`src/rtl/line_fifo_scheduler.sv`:
```
`default_nettype none
// +----------------------------------------------------------------------+
// | line_fifo_scheduler: row/col FIFO loader and row/col pass sequencer  |
// | Rev 1.0                                                              |
// +----------------------------------------------------------------------+
module line_fifo_scheduler #(
  parameter int DATA_WIDTH = 16,
  parameter int DEPTH      = 1024
) (
  input  logic                  clk,
  input  logic                  rst,
  input  logic                  parse_write,
  input  logic [DATA_WIDTH-1:0] parse_line,
  input  logic                  parse_row,
  input  logic                  parsed,
  input  logic                  solve_rd_req,
  output logic                  solve_rd_vld,
  output logic [DATA_WIDTH-1:0] solve_rd_data,
  input  logic                  solve_wr,
  input  logic [DATA_WIDTH-1:0] solve_wr_data,
  input  logic                  solved,
  output logic                  pass_row,
  output logic                  pass_done,
  output logic                  no_progress,
  output logic                  overflow,
  output logic [1:0]            state,
  output logic [DATA_WIDTH-1:0] fr_din,
  output logic [DATA_WIDTH-1:0] fc_din,
  output logic                  fr_wr,
  output logic                  fc_wr,
  output logic                  fr_rd,
  output logic                  fc_rd,
  input  logic [DATA_WIDTH-1:0] fr_dout,
  input  logic [DATA_WIDTH-1:0] fc_dout,
  input  logic                  fr_full,
  input  logic                  fc_full,
  input  logic                  fr_empty,
  input  logic                  fc_empty,
  output logic                  fifo_srst
);

  localparam int c_CW = $clog2(DEPTH + 1);
  localparam int c_TW = c_CW + 1;

  typedef enum logic [1:0] {
    ST_LOAD  = 2'd0,
    ST_ROW   = 2'd1,
    ST_COL   = 2'd2,
    ST_FLUSH = 2'd3
  } state_t;

  state_t            r_state, w_state_nxt;
  logic [c_CW-1:0]   r_cnt_r, r_cnt_c, r_remaining;
  logic [c_CW-1:0]   w_cnt_r_nxt, w_cnt_c_nxt;
  logic [c_TW-1:0]   r_rd_tally, r_pb_tally, w_rd_tally_nxt, w_pb_tally_nxt;
  logic              r_rd_vld, r_rd_row, r_no_progress, r_overflow;
  logic              w_load, w_in_pass, w_row_act, w_col_act, w_pass_end;
  logic              w_fr_wr_req, w_fc_wr_req, w_rd_ok, w_rd, w_drop, w_pass_entry;

  always_comb begin
    w_load      = !rst && (r_state == ST_LOAD);
    w_in_pass   = (r_state == ST_ROW) || (r_state == ST_COL);
    w_row_act   = !rst && (r_state == ST_ROW);
    w_col_act   = !rst && (r_state == ST_COL);
    // A pass may only end once the last requested word has been delivered
    w_pass_end  = w_in_pass && (r_remaining == '0) && !r_rd_vld;

    w_fr_wr_req = (w_load && parse_write && parse_row)  || (w_row_act && solve_wr);
    w_fc_wr_req = (w_load && parse_write && !parse_row) || (w_col_act && solve_wr);
    fr_wr       = w_fr_wr_req && !fr_full;
    fc_wr       = w_fc_wr_req && !fc_full;
    w_drop      = (w_fr_wr_req && fr_full) || (w_fc_wr_req && fc_full);
    fr_din      = w_load ? parse_line : solve_wr_data;
    fc_din      = w_load ? parse_line : solve_wr_data;

    w_rd_ok     = solve_rd_req && (r_remaining != '0);
    fr_rd       = w_row_act && w_rd_ok && !fr_empty;
    fc_rd       = w_col_act && w_rd_ok && !fc_empty;
    w_rd        = fr_rd || fc_rd;

    w_cnt_r_nxt     = r_cnt_r + c_CW'(fr_wr) - c_CW'(fr_rd);
    w_cnt_c_nxt     = r_cnt_c + c_CW'(fc_wr) - c_CW'(fc_rd);
    w_rd_tally_nxt  = r_rd_tally + c_TW'(w_rd);
    w_pb_tally_nxt  = r_pb_tally + c_TW'(w_in_pass && solve_wr);
  end

  always_comb begin
    w_state_nxt = r_state;
    case (r_state)
      ST_LOAD:  if (parsed) w_state_nxt = ST_ROW;
      ST_ROW:   if (solved) w_state_nxt = ST_FLUSH;
                else if (w_pass_end) w_state_nxt = ST_COL;
      ST_COL:   if (solved) w_state_nxt = ST_FLUSH;
                else if (w_pass_end) w_state_nxt = ST_ROW;
      ST_FLUSH: w_state_nxt = ST_LOAD;
      default:  w_state_nxt = ST_LOAD;
    endcase
    w_pass_entry = (w_state_nxt != r_state) &&
                   ((w_state_nxt == ST_ROW) || (w_state_nxt == ST_COL));
  end

  always_ff @(posedge clk) begin
    if (rst) begin
      r_state       <= ST_LOAD;
      r_cnt_r       <= '0;
      r_cnt_c       <= '0;
      r_remaining   <= '0;
      r_rd_tally    <= '0;
      r_pb_tally    <= '0;
      r_rd_vld      <= 1'b0;
      r_rd_row      <= 1'b0;
      r_no_progress <= 1'b0;
      r_overflow    <= 1'b0;
    end else begin
      r_state <= w_state_nxt;
      if ((w_state_nxt == ST_FLUSH) || (r_state == ST_FLUSH)) begin
        r_cnt_r     <= '0;
        r_cnt_c     <= '0;
        r_remaining <= '0;
        r_rd_vld    <= 1'b0;
        r_rd_row    <= 1'b0;
      end else begin
        r_cnt_r  <= w_cnt_r_nxt;
        r_cnt_c  <= w_cnt_c_nxt;
        r_rd_vld <= w_rd;
        r_rd_row <= fr_rd;
        // Snapshot includes a write landing on the entry edge (e.g. with parsed)
        if (w_pass_entry)
          r_remaining <= (w_state_nxt == ST_ROW) ? w_cnt_r_nxt : w_cnt_c_nxt;
        else if (w_rd)
          r_remaining <= r_remaining - c_CW'(1);
      end

      if ((r_state == ST_COL) && (w_state_nxt == ST_ROW) &&
          (w_rd_tally_nxt != '0) && (w_pb_tally_nxt == w_rd_tally_nxt))
        r_no_progress <= 1'b1;

      if (w_pass_entry && (w_state_nxt == ST_ROW)) begin
        r_rd_tally <= '0;
        r_pb_tally <= '0;
      end else begin
        r_rd_tally <= w_rd_tally_nxt;
        r_pb_tally <= w_pb_tally_nxt;
      end

      if (w_drop) r_overflow <= 1'b1;
    end
  end

  assign state         = r_state;
  assign pass_row      = rst || (r_state != ST_COL);
  assign pass_done     = w_pass_end && !rst && !solved;
  assign no_progress   = r_no_progress;
  assign overflow      = r_overflow;
  assign solve_rd_vld  = r_rd_vld;
  assign solve_rd_data = r_rd_row ? fr_dout : fc_dout;
  assign fifo_srst     = rst || (r_state == ST_FLUSH);

endmodule
`default_nettype wire

```
`config.mk`:
```
export PLATFORM = sky130hd
export DESIGN_NAME = line_fifo_scheduler
export DESIGN_NICKNAME = d
export VERILOG_FILES = /design/src/rtl/line_fifo_scheduler.sv
export SDC_FILE = /design/constraint.sdc
export NUM_CORES = 1
export LEC_CHECK = 0
export CAP_MARGIN = 20
export CORE_ASPECT_RATIO = 0.6
export CORE_MARGIN = 3
export CORE_UTILIZATION = 40
export CTS_CLUSTER_DIAMETER = 80
export DETAILED_ROUTE_END_ITERATION = 8
export PLACE_DENSITY = 0.7
export SLEW_MARGIN = 20
export SYNTH_ARGS = -nofsm -noshare
export SYNTH_HDL_FRONTEND = slang
export SYNTH_SLANG_ARGS = --single-unit
```
`constraint.sdc`:
```
create_clock -name clk -period 5.98 [get_ports clk]
set_input_delay 1.794 -clock clk [delete_from_list [all_inputs] [get_ports clk]]
set_output_delay 1.794 -clock clk [all_outputs]
set_load 0.01 [all_outputs]
```
# Word level (Yosys, flattened, before mapping)
# Cells that the tools add are included.
# op_classes
mux	11
div	0
n_mul	0
shift	0
bitwise_logic	0
n_reduce_logical	51
n_eq_ne	9
n_lt_le_gt_ge	0
add_sub_neg	7
# ops
op	count
$mux 11	3
$mux 16	2
$logic_and 1x1->1	27
$add 12x1->12	2
$add 11x1->11	2
$sub 11x1->11	2
$eq 12x12->1	1
$reduce_bool 12->1	1
$logic_not 11->1	1
$reduce_bool 11->1	1
$sub 11x1->11 const B	1
$mux 2	5
$logic_or 1x1->1	9
$eq 2x2->1 const B	4
$logic_not 1->1	8
$pmux 2 s4	1
$eq 2x1->1 const B	2
$reduce_or 2->1	2
$logic_not 2->1	1
$ne 2x2->1	1
$ne 2x2->1 const B	1
$reduce_bool 2->1	1
# word_totals
latch_bits	0
elab_cells	88
in_bits	76
reg_bits	63
rom_bits	0
mem_bits_rw	0
out_inout_bits	60
n_memories	0

# Longest topological paths before layout
# Gate-level depths: netlist of run 1.
# logic_depth
ltp_word	12
mapped_depth	18
depth_no_buf	18

# Least setup slack after synthesis of run 1
# No wires, ideal clock.
# synth_timing
path_kind	in2out
startpoint	in rst
endpoint	out fr_din[10]
n_path_buf	2
stages	5
arrival_time_ns	2.969
required_time_ns	4.186
slack_ns	1.217
path_cell_list	inv_1 nand2_1 clkbuf_1 mux2_2 buf_4
# synth_between
elab_chain_len	3
# synth_rtl
element	line	source
start, declared	11	input logic rst,
$logic_not 1->1	61	w_load = !rst && (r_state == ST_LOAD);
$logic_and 1x1->1	61	
$mux 16	n/a	
end, declared	27	output logic [DATA_WIDTH-1:0] fr_din,
# Every way passes these cells.

# Worst setup path after layout of run 1
# layout_timing
startpoint	in rst
endpoint	out fr_din[10]
# layout_between
elab_chain_len	3
# layout_rtl
element	line	source
$logic_not 1->1	61	
$logic_and 1x1->1	61	
$mux 16	73	fr_din = w_load ? parse_line : solve_wr_data;
# Every way passes these cells.

==> results of run 1 <==
power by group through the flow:
stage / combinational (mW) / clock (mW) / sequential [mW]
after floorplan: 0.814 / 0 / 0.537
after global placement: 1.07 / 0 / 0.547
after detailed placement: 1.09 / 0 / 0.549
after CTS: 1.10 / 0.578 / 0.541
after global routing: 1.22 / 0.596 / 0.552
final: 1.11 / 0.567 / 0.542
registers in the layout (all words and copies together), names as in the netlist:
name	cells
r_rd_tally	12
r_rd_row	1
r_cnt_r	11
solve_rd_vld	1
r_remaining	11
no_progress	1
r_pb_tally	12
r_cnt_c	11
state	2
overflow	1
cells in the final DEF (no fill, tap or decap), types with 3 or more instances in the layout:
| cell | count |
|---|---|
| clkdlybuf4s50_1 | 135 |
| nor2_1 | 64 |
| dfxtp_1 | 63 |
| inv_1 | 43 |
| mux2_2 | 36 |
| ha_1 | 34 |
| xor2_1 | 33 |
| xnor2_1 | 25 |
| nand2_1 | 19 |
| nand3_1 | 18 |
| a21oi_1 | 16 |
| nor3_1 | 12 |
| o21ai_0 | 12 |
| mux2i_1 | 11 |
| clkbuf_16 | 9 |
| nand4_1 | 8 |
| and2_1 | 7 |
| and3_1 | 7 |
| nand2b_1 | 6 |
| and4_1 | 6 |
| a21o_1 | 6 |
| a31oi_1 | 5 |
| o31ai_1 | 5 |
| nor3b_1 | 4 |
| or3_1 | 4 |
| a211oi_1 | 4 |
| nor2b_1 | 4 |
| nor4_1 | 4 |
| nor4b_1 | 3 |
| or2_2 | 3 |
| o31a_1 | 3 |
| a31o_2 | 3 |
| buf_4 | 3 |
layer usage:
metal  track usage [%]  wire [um]  up-vias
li1                  -          -     2042
met1              28.6       6130     1866
met2              28.7       5530      121
met3              3.87        537       14
met4              5.26        113        0
met5                 0          0        -
worst min-delay path, cell delays in order (launching register included):
cell	delay [ns]
dfxtp_1	0.31
inv_1	0.05
o32ai_1	0.05
synthesized netlist by cell type (2+ instances only):
| cell type | n | area (um2) |
|---|---|---|
| xnor2_1 | 25 | 219 |
| nand2b_1 | 6 | 37.5 |
| nor2b_1 | 4 | 25.0 |
| nand3_1 | 18 | 90.1 |
| mux2i_1 | 11 | 110 |
| nand4_1 | 8 | 50.1 |
| and3_1 | 7 | 43.8 |
| o31a_1 | 3 | 26.3 |
| a21oi_1 | 16 | 80.1 |
| a41oi_1 | 2 | 17.5 |
| nor3_1 | 12 | 60.1 |
| a31oi_1 | 5 | 31.3 |
| nand2_1 | 19 | 71.3 |
| inv_1 | 43 | 161 |
| or3_1 | 4 | 25.0 |
| xor2_1 | 33 | 289 |
| o21ai_0 | 12 | 60.1 |
| fa_1 | 2 | 40.0 |
| a21o_1 | 6 | 45.0 |
| a31o_2 | 3 | 26.3 |
| nor2_1 | 64 | 240 |
| clkbuf_1 | 11 | 41.3 |
| o221ai_1 | 2 | 17.5 |
| nor4b_1 | 3 | 26.3 |
| mux2_2 | 36 | 405 |
| a211oi_1 | 4 | 30.0 |
| and2_1 | 7 | 43.8 |
| or2_2 | 3 | 18.8 |
| nand3b_1 | 2 | 15.0 |
| buf_6 | 4 | 45.0 |
| and4_1 | 6 | 52.6 |
| dfxtp_1 | 63 | 1260 |
| buf_4 | 16 | 120 |
| nor4_1 | 4 | 25.0 |
| o31ai_1 | 5 | 37.5 |
| ha_1 | 34 | 425 |
| nor3b_1 | 4 | 30.0 |
area by class of cell:
cell class	instances	area (um2)	area share, %
clock buffers	11	243	3.93
clock inverters	5	81.3	1.32
inverters	44	165	2.68
multi-input cells	386	2870	46.5
flip-flops and latches	63	1260	20.4
well taps	139	174	2.82
repair buffers	138	1370	22.3
final timing paths:
| kind | startpoint | end | slack, ns | depth (start not counted) |
|---|---|---|---|---|
| max | rst | fr_din[10] | 0.60 | 6 |
| min | no_progress | no_progress | 0.46 | 2 |
| max reg2reg | r_remaining[0] | no_progress | 1.51 | 15 |
| min reg2reg | no_progress | no_progress | 0.46 | 2 |
per-stage QoR:
step	instances	utilization (%)	setup WS (ns)	hold WS [ns]	area (um2)
floorplan	524	-	1.22	0.476	4500
global placement	770	54.2	0.626	0.463	5850
detailed placement	770	54.2	0.613	0.459	5850
CTS	786	57.3	0.598	0.469	6170
global route	786	57.3	0.497	0.488	6170
finish	786	57.3	0.605	0.459	6170
cell families after synthesis:
| logic type | Yosys count | synth area share (%) |
|---|---|---|
| AND/OR/NAND/NOR | 175 | 20.1 |
| buffers and inverters | 75 | 8.25 |
| AO/OA/AOI/OAI | 70 | 10.6 |
| flip-flops | 63 | 28.0 |
| XOR/XNOR | 58 | 11.3 |
| multiplexers | 47 | 11.4 |
| adder cells (fa/ha/maj) | 36 | 10.3 |
==> results.sh, run 1 <==
export IMPL_status="complete, no violations"
export IMPL_crit_buf_inv=4
export IMPL_crit_path_cell_trace="clkdlybuf4s50_1 > inv_1 > nand2_1 > buf_4 > mux2_2 > clkdlybuf4s50_1"
export IMPL_place_hpwl_um=9770
export IMPL_worstHoldPathType="reg -> reg"
export IMPL_viasPerCell=5.14
export IMPL_p_leak_nw=2.49
export IMPL_fin_setup_tns_ns=0
export IMPL_drtPass1Iterations=5
export IMPL_seqPwrFrac_pct=24.4
export IMPL_initial_utilization_pct=41.8
export IMPL_drt_iter0_drc=269
export IMPL_syn_to_final_growth_pct=37.0
export IMPL_placementRows=29
export IMPL_hold_buffers=0
export IMPL_drcViolationCount=0
export IMPL_die_width_um=143
export IMPL_cts_tree="done"
export IMPL_hold_viol=0
export IMPL_routed_wl_um=12300
export IMPL_cts_setup_buffers=0
export IMPL_power_density_nw_per_um2=360
export IMPL_p_clk_share_pct=25.5
export IMPL_grt_remaining_overflow=0
export IMPL_cts_resized=0
export IMPL_synth_async_reset_ratio_pct=0
export IMPL_nFillCells=938
export IMPL_rsz0062_at_grt="false"
export IMPL_seq_area_frac_synth_pct=28.0
export IMPL_path_max_fanout=16
export IMPL_antennaDiodeCount=0
export IMPL_p_sw_share_pct=37.6
export IMPL_yosys_register_bits=63
export IMPL_tightestPinTransition_ns=0.649
export IMPL_cts_made_buffers=9
export IMPL_io_pins=136
export IMPL_max_cap_violations=0
export IMPL_min_period_over_period_pct=89.9
export IMPL_antenna_found_initial=0
export IMPL_grt_util_all_layers_pct=19.4
export IMPL_comb_power_share_pct=50.1
export IMPL_min_period_ns=5.38
export IMPL_relSlewSlack_pct=56.6
export IMPL_required_ns=4.19
export IMPL_ant_nets=0
export IMPL_cts_root_buf="clkbuf_16"
export IMPL_first_global_vias=3961
export IMPL_p_switching_mw=0.835
export IMPL_final_nets=754
export IMPL_clockBufferDepth=2
export IMPL_fmax_ghz=0.186
export IMPL_crit_family="buffers and inverters"
export IMPL_fp_dieH_um=88.2
export IMPL_endpoint_kind="primary output"
export IMPL_cts_sinks=63
export IMPL_intPower_mw=1.39
export IMPL_cp_slowest_cell="clkdlybuf4s50_1"
export IMPL_power_mw=2.22
export IMPL_syn_area_per_cell_um2=8.60
export IMPL_clkLatencyLatePin_ns=0.33
export IMPL_synth_nets=636
export IMPL_htree_levels=3
export IMPL_startpoint_type="primary input"
export IMPL_netlist_area_um2=4500
export IMPL_finalSetupViolCount=0
export IMPL_max_stage_delay_ns=0.49
export IMPL_core_area_um2=10800
export IMPL_synth_top_flop_cell="dfxtp_1"
export IMPL_cpMostUsedCell="clkdlybuf4s50_1"
export IMPL_vias=4043
export IMPL_fin_skew_ns=0.00622
export IMPL_grt_pass1_wl_um=19600
export IMPL_synth_edf_count=0
export IMPL_clkTransAtPathRegs_ns=0.05
export IMPL_cp_arrival_ns=3.58
export IMPL_finalMaxSlewViolations=0
export IMPL_port_buffers=135
export IMPL_die_area_um2=12600
export IMPL_final_layout_size_suffix_gt1_share_pct=10.0
export IMPL_syn_inst=524
export IMPL_grt_start_max_net_pins=31
export IMPL_gp_congestion=0.824
export IMPL_yosysUniqueCellTypes=54
export IMPL_irDropWorstVdd_mv=0.168
export IMPL_yosysWarnings=0
export IMPL_critPathKind="in -> out"
export IMPL_wl_per_cell_um=15.7
Power figures use the tool's default switching activity.
==> run 2, diff against run 1 <==
--- a/config.mk
+++ b/config.mk
@@ -9,7 +9,6 @@
 export CORE_ASPECT_RATIO = 0.6
 export CORE_MARGIN = 3
 export CORE_UTILIZATION = 40
-export CTS_CLUSTER_DIAMETER = 80
 export DETAILED_ROUTE_END_ITERATION = 8
 export PLACE_DENSITY = 0.7
 export SLEW_MARGIN = 20
==> results of run 2 <==
No change in the layout: final DEF, timing and power equal those of run 1.
